==> config.mk <==
export PLATFORM = sky130hd
export DESIGN_NAME = command_timers_dispatch
export DESIGN_NICKNAME = d
export VERILOG_FILES = /design/src/rtl/command_timers_dispatch.sv
export SDC_FILE = /design/constraint.sdc
export NUM_CORES = 1
export LEC_CHECK = 0
export CORE_MARGIN = 1
export CORE_UTILIZATION = 38
export DETAILED_ROUTE_END_ITERATION = 10
export PLACE_DENSITY = 0.7
export SLEW_MARGIN = 20
export SYNTH_ARGS = -nofsm -noshare
export SYNTH_HDL_FRONTEND = slang
export SYNTH_SLANG_ARGS = --single-unit
==> constraint.sdc <==
create_clock -name clk -period 5.15 [get_ports clk]
set_clock_uncertainty 0.2 [all_clocks]
set_input_delay 0.7725 -clock clk [delete_from_list [all_inputs] [get_ports clk]]
set_output_delay 0.7725 -clock clk [all_outputs]
set_load 0.01 [all_outputs]
==> src/rtl/command_timers_dispatch.sv <==
// rtl/command_timers_dispatch.sv - timer command initiator: IO decode, shared counter, response arbiter
module command_timers_dispatch #(
  parameter int DATABITWIDTH = 16,
  parameter int TIMERCOUNT   = 4,
  parameter int IDXBITS      = $clog2(TIMERCOUNT)
) (
  input  logic                           clk,
  input  logic                           clk_en,
  input  logic                           sync_rst,
  input  logic                           CommandInACK,
  output logic                           CommandInREQ,
  input  logic [DATABITWIDTH-1:0]        CommandAddressIn,
  input  logic [3:0]                     MinorOpcodeIn,
  input  logic [3:0]                     RegisterDestIn,
  input  logic [DATABITWIDTH-1:0]        StoreDataIn,
  input  logic                           IsStoreIn,
  output logic [31:0]                    CounterOut,
  output logic [TIMERCOUNT-1:0]          TimerInACK,
  input  logic [TIMERCOUNT-1:0]          TimerInREQ,
  output logic [31:0]                    ComparisonValueOut,
  output logic [3:0]                     MinorOpcodeOut,
  output logic [DATABITWIDTH-1:0]        CommandAddressOut,
  output logic [3:0]                     RegisterDestOut,
  output logic                           TimerSet,
  output logic                           TimerClear,
  output logic                           TimerCheck,
  output logic                           TimerWait,
  input  logic [TIMERCOUNT-1:0]          TimerOutACK,
  output logic [TIMERCOUNT-1:0]          TimerOutREQ,
  input  logic [TIMERCOUNT*DATABITWIDTH-1:0] TimerDataIn,
  input  logic [TIMERCOUNT*4-1:0]        TimerRegDestIn,
  output logic                           WritebackACK,
  input  logic                           WritebackREQ,
  output logic [DATABITWIDTH-1:0]        WritebackData,
  output logic [3:0]                     WritebackRegDest
);

  localparam int PTRBITS = $clog2(TIMERCOUNT + 1);
  localparam int NSLOT = 1 << PTRBITS;
  localparam logic [PTRBITS:0] NREQ = (PTRBITS + 1)'(TIMERCOUNT + 1);
  localparam logic [PTRBITS-1:0] ZEROSLOT = PTRBITS'(TIMERCOUNT);

  typedef enum logic {IDLE, ISSUE} stateT;

  stateT state;
  logic [31:0] counterReg;
  logic [DATABITWIDTH-1:0] lowStage;
  logic [IDXBITS-1:0] idxReg;
  logic zeroPending;
  logic [TIMERCOUNT-1:0] timerInAckReg;
  logic setReg, clearReg, checkReg, waitReg;
  logic [31:0] cmpReg;
  logic [DATABITWIDTH-1:0] addrReg;
  logic [3:0] opReg, destReg;

  logic [IDXBITS-1:0] idx;
  logic [1:0] off;
  logic idxValid, cmdValid, cmdInReq;
  logic [TIMERCOUNT-1:0] idxOneHot;
  logic [2*DATABITWIDTH-1:0] setWide;
  logic [31:0] setValue;

  assign idx       = CommandAddressIn[3 +: IDXBITS];
  assign off       = CommandAddressIn[2:1];
  assign idxValid  = (32'(idx) < 32'(TIMERCOUNT));
  assign cmdValid  = idxValid & (off != 2'd3);
  assign cmdInReq  = (state == IDLE) & ~zeroPending;
  assign idxOneHot = TIMERCOUNT'(1) << idx;
  assign setWide   = {StoreDataIn, lowStage};

  // Set value is always 32 bits: truncate wide ports, zero-fill narrow ones
  generate
    if (2 * DATABITWIDTH >= 32) begin : gSetTrunc
      assign setValue = setWide[31:0];
    end else begin : gSetPad
      assign setValue = {{(32 - 2 * DATABITWIDTH){1'b0}}, setWide};
    end
  endgenerate

  assign CommandInREQ       = cmdInReq;
  assign CounterOut         = counterReg;
  assign TimerInACK         = timerInAckReg;
  assign ComparisonValueOut = cmpReg;
  assign MinorOpcodeOut     = opReg;
  assign CommandAddressOut  = addrReg;
  assign RegisterDestOut    = destReg;
  assign TimerSet           = setReg;
  assign TimerClear         = clearReg;
  assign TimerCheck         = checkReg;
  assign TimerWait          = waitReg;

  always_ff @(posedge clk) begin
    if (sync_rst) begin
      counterReg <= '0;
    end else if (clk_en) begin
      counterReg <= counterReg + 32'd1;
    end
  end

  // Arbiter signals
  logic [NSLOT-1:0] req;
  logic [PTRBITS-1:0] ptr, winner;
  logic [PTRBITS:0] slotSum;
  logic winnerValid, canLoad, grant, zeroGrant;
  logic wbAckReg;
  logic [DATABITWIDTH-1:0] wbDataReg, winData;
  logic [3:0] wbDestReg, winDest;

  always_ff @(posedge clk) begin
    if (sync_rst) begin
      state         <= IDLE;
      lowStage      <= '0;
      idxReg        <= '0;
      zeroPending   <= 1'b0;
      timerInAckReg <= '0;
      setReg        <= 1'b0;
      clearReg      <= 1'b0;
      checkReg      <= 1'b0;
      waitReg       <= 1'b0;
      cmpReg        <= '0;
      addrReg       <= '0;
      opReg         <= '0;
      destReg       <= '0;
    end else if (clk_en) begin
      if (zeroGrant) zeroPending <= 1'b0;
      case (state)
        IDLE: begin
          if (CommandInACK && cmdInReq) begin
            addrReg <= CommandAddressIn;
            opReg   <= MinorOpcodeIn;
            destReg <= RegisterDestIn;
            idxReg  <= idx;
            if (IsStoreIn) begin
              if (cmdValid && off == 2'd0) begin
                lowStage <= StoreDataIn;
              end else if (cmdValid && off == 2'd1) begin
                cmpReg        <= setValue;
                setReg        <= 1'b1;
                timerInAckReg <= idxOneHot;
                state         <= ISSUE;
              end else if (cmdValid && off == 2'd2) begin
                clearReg      <= 1'b1;
                timerInAckReg <= idxOneHot;
                state         <= ISSUE;
              end
            end else if (!cmdValid) begin
              zeroPending <= 1'b1;
            end else begin
              waitReg       <= (off == 2'd2);
              checkReg      <= (off != 2'd2);
              timerInAckReg <= idxOneHot;
              state         <= ISSUE;
            end
          end
        end
        ISSUE: begin
          if (TimerInREQ[idxReg]) begin
            timerInAckReg <= '0;
            setReg        <= 1'b0;
            clearReg      <= 1'b0;
            checkReg      <= 1'b0;
            waitReg       <= 1'b0;
            state         <= IDLE;
          end
        end
        default: state <= IDLE;
      endcase
    end
  end

  always_comb begin
    req = '0;
    req[TIMERCOUNT-1:0] = TimerOutACK;
    req[TIMERCOUNT] = zeroPending;
  end

  // Round-robin search starting at the slot after the previous winner
  always_comb begin
    winner = '0;
    winnerValid = 1'b0;
    slotSum = '0;
    for (int k = 0; k <= TIMERCOUNT; k++) begin
      slotSum = {1'b0, ptr} + (PTRBITS + 1)'(k);
      if (slotSum >= NREQ) slotSum = slotSum - NREQ;
      if (!winnerValid && req[slotSum[PTRBITS-1:0]]) begin
        winnerValid = 1'b1;
        winner = slotSum[PTRBITS-1:0];
      end
    end
  end

  assign canLoad   = ~wbAckReg | WritebackREQ;
  assign grant     = winnerValid & canLoad;
  assign zeroGrant = grant & (winner == ZEROSLOT);

  always_comb begin
    TimerOutREQ = '0;
    winData = '0;
    winDest = destReg;
    for (int i = 0; i < TIMERCOUNT; i++) begin
      if (winner == PTRBITS'(i)) begin
        TimerOutREQ[i] = grant;
        winData = TimerDataIn[i*DATABITWIDTH +: DATABITWIDTH];
        winDest = TimerRegDestIn[i*4 +: 4];
      end
    end
  end

  always_ff @(posedge clk) begin
    if (sync_rst) begin
      wbAckReg  <= 1'b0;
      wbDataReg <= '0;
      wbDestReg <= '0;
      ptr       <= '0;
    end else if (clk_en) begin
      if (grant) begin
        wbAckReg  <= 1'b1;
        wbDataReg <= winData;
        wbDestReg <= winDest;
        ptr       <= (winner == ZEROSLOT) ? '0 : winner + PTRBITS'(1);
      end else if (WritebackREQ) begin
        wbAckReg <= 1'b0;
      end
    end
  end

  assign WritebackACK     = wbAckReg;
  assign WritebackData    = wbDataReg;
  assign WritebackRegDest = wbDestReg;

endmodule

==> results.sh, run 1 <==
export IMPL_outcome="finished, final reports clean"
export IMPL_syn_area_per_cell_um2=7.77
export IMPL_crit_path_cell_trace="inv_2 > ha_1 > ha_2 > a21oi_4 > mux2i_2 > o22ai_2 > or3_4 > nor2_1 > a21oi_1 > nor2_1 > a311o_1 > ha_1 > and2_1 > clkdlybuf4s50_1"
export IMPL_design_die_area_um2=18800
export IMPL_critPathLaunchType="flop"
export IMPL_wl_per_cell_um=16.2
export IMPL_drv_cap=0
export IMPL_hold_path_class="flop to flop"
export IMPL_diodes=0
export IMPL_viasPerCell=5.29
export IMPL_drt_iter0_drc=445
export IMPL_cpMaxStageDelayCell="clkdlybuf4s50_1"
export IMPL_synth_top_cell_by_area="dfxtp_1"
export IMPL_crit_required_ns=4.18
export IMPL_synth_top_area_share=0.398
export IMPL_drc_errors=0
export IMPL_synth_most_common_cell="nand2_1"
export IMPL_grt_pass1_wl_um=35300
export IMPL_path_delay_family="simple AND/OR/NAND/NOR gates"
export IMPL_final_area_um2=10600
export IMPL_clk_latency_ns=0.42
export IMPL_cts_num_sinks=138
export IMPL_routed_wl_um=22500
export IMPL_synth_net_count=1047
export IMPL_relSlewSlack=0.356
export IMPL_end_kind="primary output"
export IMPL_synth_edff_count=0
export IMPL_numCtsBuffers=17
export IMPL_yosys_warnings=0
export IMPL_grt_pass1_vias=6841
export IMPL_clock_path_buffers=2
export IMPL_min_period_ns=5.03
export IMPL_synth_commonest_cells="197 x nand2_1, 138 x dfxtp_1, 106 x a21oi_1"
export IMPL_htreeDepth=4
export IMPL_chipHeight_um=137
export IMPL_place_congestion=0.921
export IMPL_grt_total_usage=0.241
export IMPL_power_density_nw_per_um2=512
export IMPL_nets=1301
export IMPL_synthesis_area_um2=6940
export IMPL_ys_ff_latch=138
export IMPL_slowest_delay_ns=0.55
export IMPL_grt_max_degree=91
export IMPL_synthCells=894
export IMPL_port_buffers=255
export IMPL_synthDistinctLibCells=69
export IMPL_antenna_found_initial=0
export IMPL_finalCritPeriodShare=0.977
export IMPL_final_hold_viol_count=0
export IMPL_ant_nets=0
export IMPL_io_pins=256
export IMPL_post_dp_cell_area_um2=9800
export IMPL_first_pass_iters=5
export IMPL_cts_clk_slew_worst_paths_ns=0.07
export IMPL_max_clock_freq_mhz=199
export IMPL_grt_overflow_total=0
export IMPL_cts_tree="yes"
export IMPL_critPathMaxFanout=6
export IMPL_via_count=7359
export IMPL_drive_gt1_frac=0.0930
export IMPL_syn_to_final_growth_pct=52.6
export IMPL_coreArea_um2=18000
export IMPL_cts_root_buffer_cell="clkbuf_16"
export IMPL_setup_viol=0
export IMPL_synth_flop_cell="dfxtp_1"
export IMPL_critPathKind="flop to primary output"
export IMPL_rows=49
export IMPL_slew_violations=0
export IMPL_post_dp_hpwl_um=15900
export IMPL_async_flop_share=0
export IMPL_critPathArrivalTime_ns=4.06
export IMPL_synth_area_leaders="dfxtp_1 40%, nand2_1 11%, a21oi_1 7.6%, nor2_1 3.9%, ha_1 3.2%"
export IMPL_cp_num_buf_inv=2
export IMPL_vdd_ir_drop_max_mv=0.300
export IMPL_initial_core_util=0.387
export IMPL_die_x_um=137
export IMPL_p_total_w=0.00543
export IMPL_static_leakage_power_nw=3.81
export IMPL_seq_area_frac_synth=0.398
export IMPL_worst_slew_pin_transition_ns=0.966
[tightest hold or removal path: cells and delay by family (launching register included)]
family           cells  cell delay, ns
AO/OA/AOI/OAI        1            0.05
flip-flops           1            0.31
AND/OR/NAND/NOR      1            0.05
[final cells by class]
class | count | area [um2]
multi-input cells | 682 | 3990
repair buffers | 292 | 2860
flip-flops and latches | 138 | 2770
clock inverters | 15 | 203
well taps | 229 | 287
clock buffers | 17 | 425
fillers | 1656 | 7370
inverters | 17 | 63.8
[report_power, final]
group	internal, W	total (W)	leakage (nW)	switching, W
Clock	0.000744	0.00129	0.308	0.000546
Sequential	0.00117	0.00124	1.12	0.0000671
Combinational	0.00130	0.00290	2.38	0.00160
Total	0.00321	0.00543	3.81	0.00221
[path summary, 6_finish.rpt]
| path | start | endpoint | slack, ns | cells after the start |
|---|---|---|---|---|
| worst min register to register | MinorOpcodeOut[3] | MinorOpcodeOut[3] | 0.25 | 2 |
| worst min-delay path | MinorOpcodeOut[3] | MinorOpcodeOut[3] | 0.25 | 2 |
| worst max-delay path | ptr[0] | TimerOutREQ[2] | 0.12 | 14 |
| worst max register to register | ptr[0] | WritebackData[9] | 0.65 | 18 |
[metrics by stage]
stage	std cells	util	TNS, ns	hold WS [ns]	worst slack [ns]
3_3_place_gp	1354	0.546	0	0.238	0.0466
6_report	1390	0.590	0	0.252	0.116
4_1_cts	1387	0.583	-0.102	0.254	-0.102
3_5_place_dp	1354	0.546	-0.0312	0.241	-0.0312
5_1_grt	1390	0.590	-0.0167	0.266	-0.0167
2_1_floorplan	894	-	0	0.232	0.303
[per-layer routing]
layer | track usage | vias to the layer above | wire length (um)
met5 | 0 | - | 0
met4 | 0.104 | 0 | 625
met3 | 0.0651 | 43 | 1670
met2 | 0.376 | 264 | 10500
met1 | 0.311 | 3421 | 9710
li1 | - | 3631 | -
[timing repair]
item | CTS | global route
gates resized for setup | 8 | 23
gates cloned | 0 | 1
buffers inserted | 1 | 2
hold buffers | 0 | 0
setup endpoints to repair | 4 | 20
endpoints found under the hold margin | 0 | 0
pin swaps | 1 | 7
[sequential cells by signal (all words and copies together), names as in the netlist, 3 cells and up]
name and cells:
ComparisonValueOut 32, CommandAddressOut 15, ptr 3, MinorOpcodeOut 4, TimerInACK 4, WritebackRegDest 4
WritebackData 16, RegisterDestOut 4, CounterOut 32, lowStage 16
[logic make-up (layout without fill, tap and decap cells)]
logic type                 after synthesis  count (layout)  share of synthesized area
muxes                                   10              10                     0.0202
adders and majority gates               19              19                     0.0353
DFF                                    138             138                      0.398
xor gates and xnor gates                31              31                     0.0391
AOI/OAI and AO/OA                      219             219                      0.199
and+or+nand+nor                        403             403                      0.265
buffers and inverters                   74             341                     0.0427
[layout by cell type (no fill, tap or decap), types with 26 or more instances in the layout]
master,instances
clkdlybuf4s50_1,252
a21oi_1,103
dfxtp_1,135
buf_4,36
nand2_1,197
o21ai_0,29
nand3_1,26
nor3_1,29
nor2_1,72
No activity file was read; power rests on OpenSTA's default activity.
==> inputs of run 2 (changes only) <==
Settings changed: CTS_CLUSTER_SIZE set to 20.
==> results of run 2 <==
The final DEF is identical to that of run 1; final timing and power are the same.
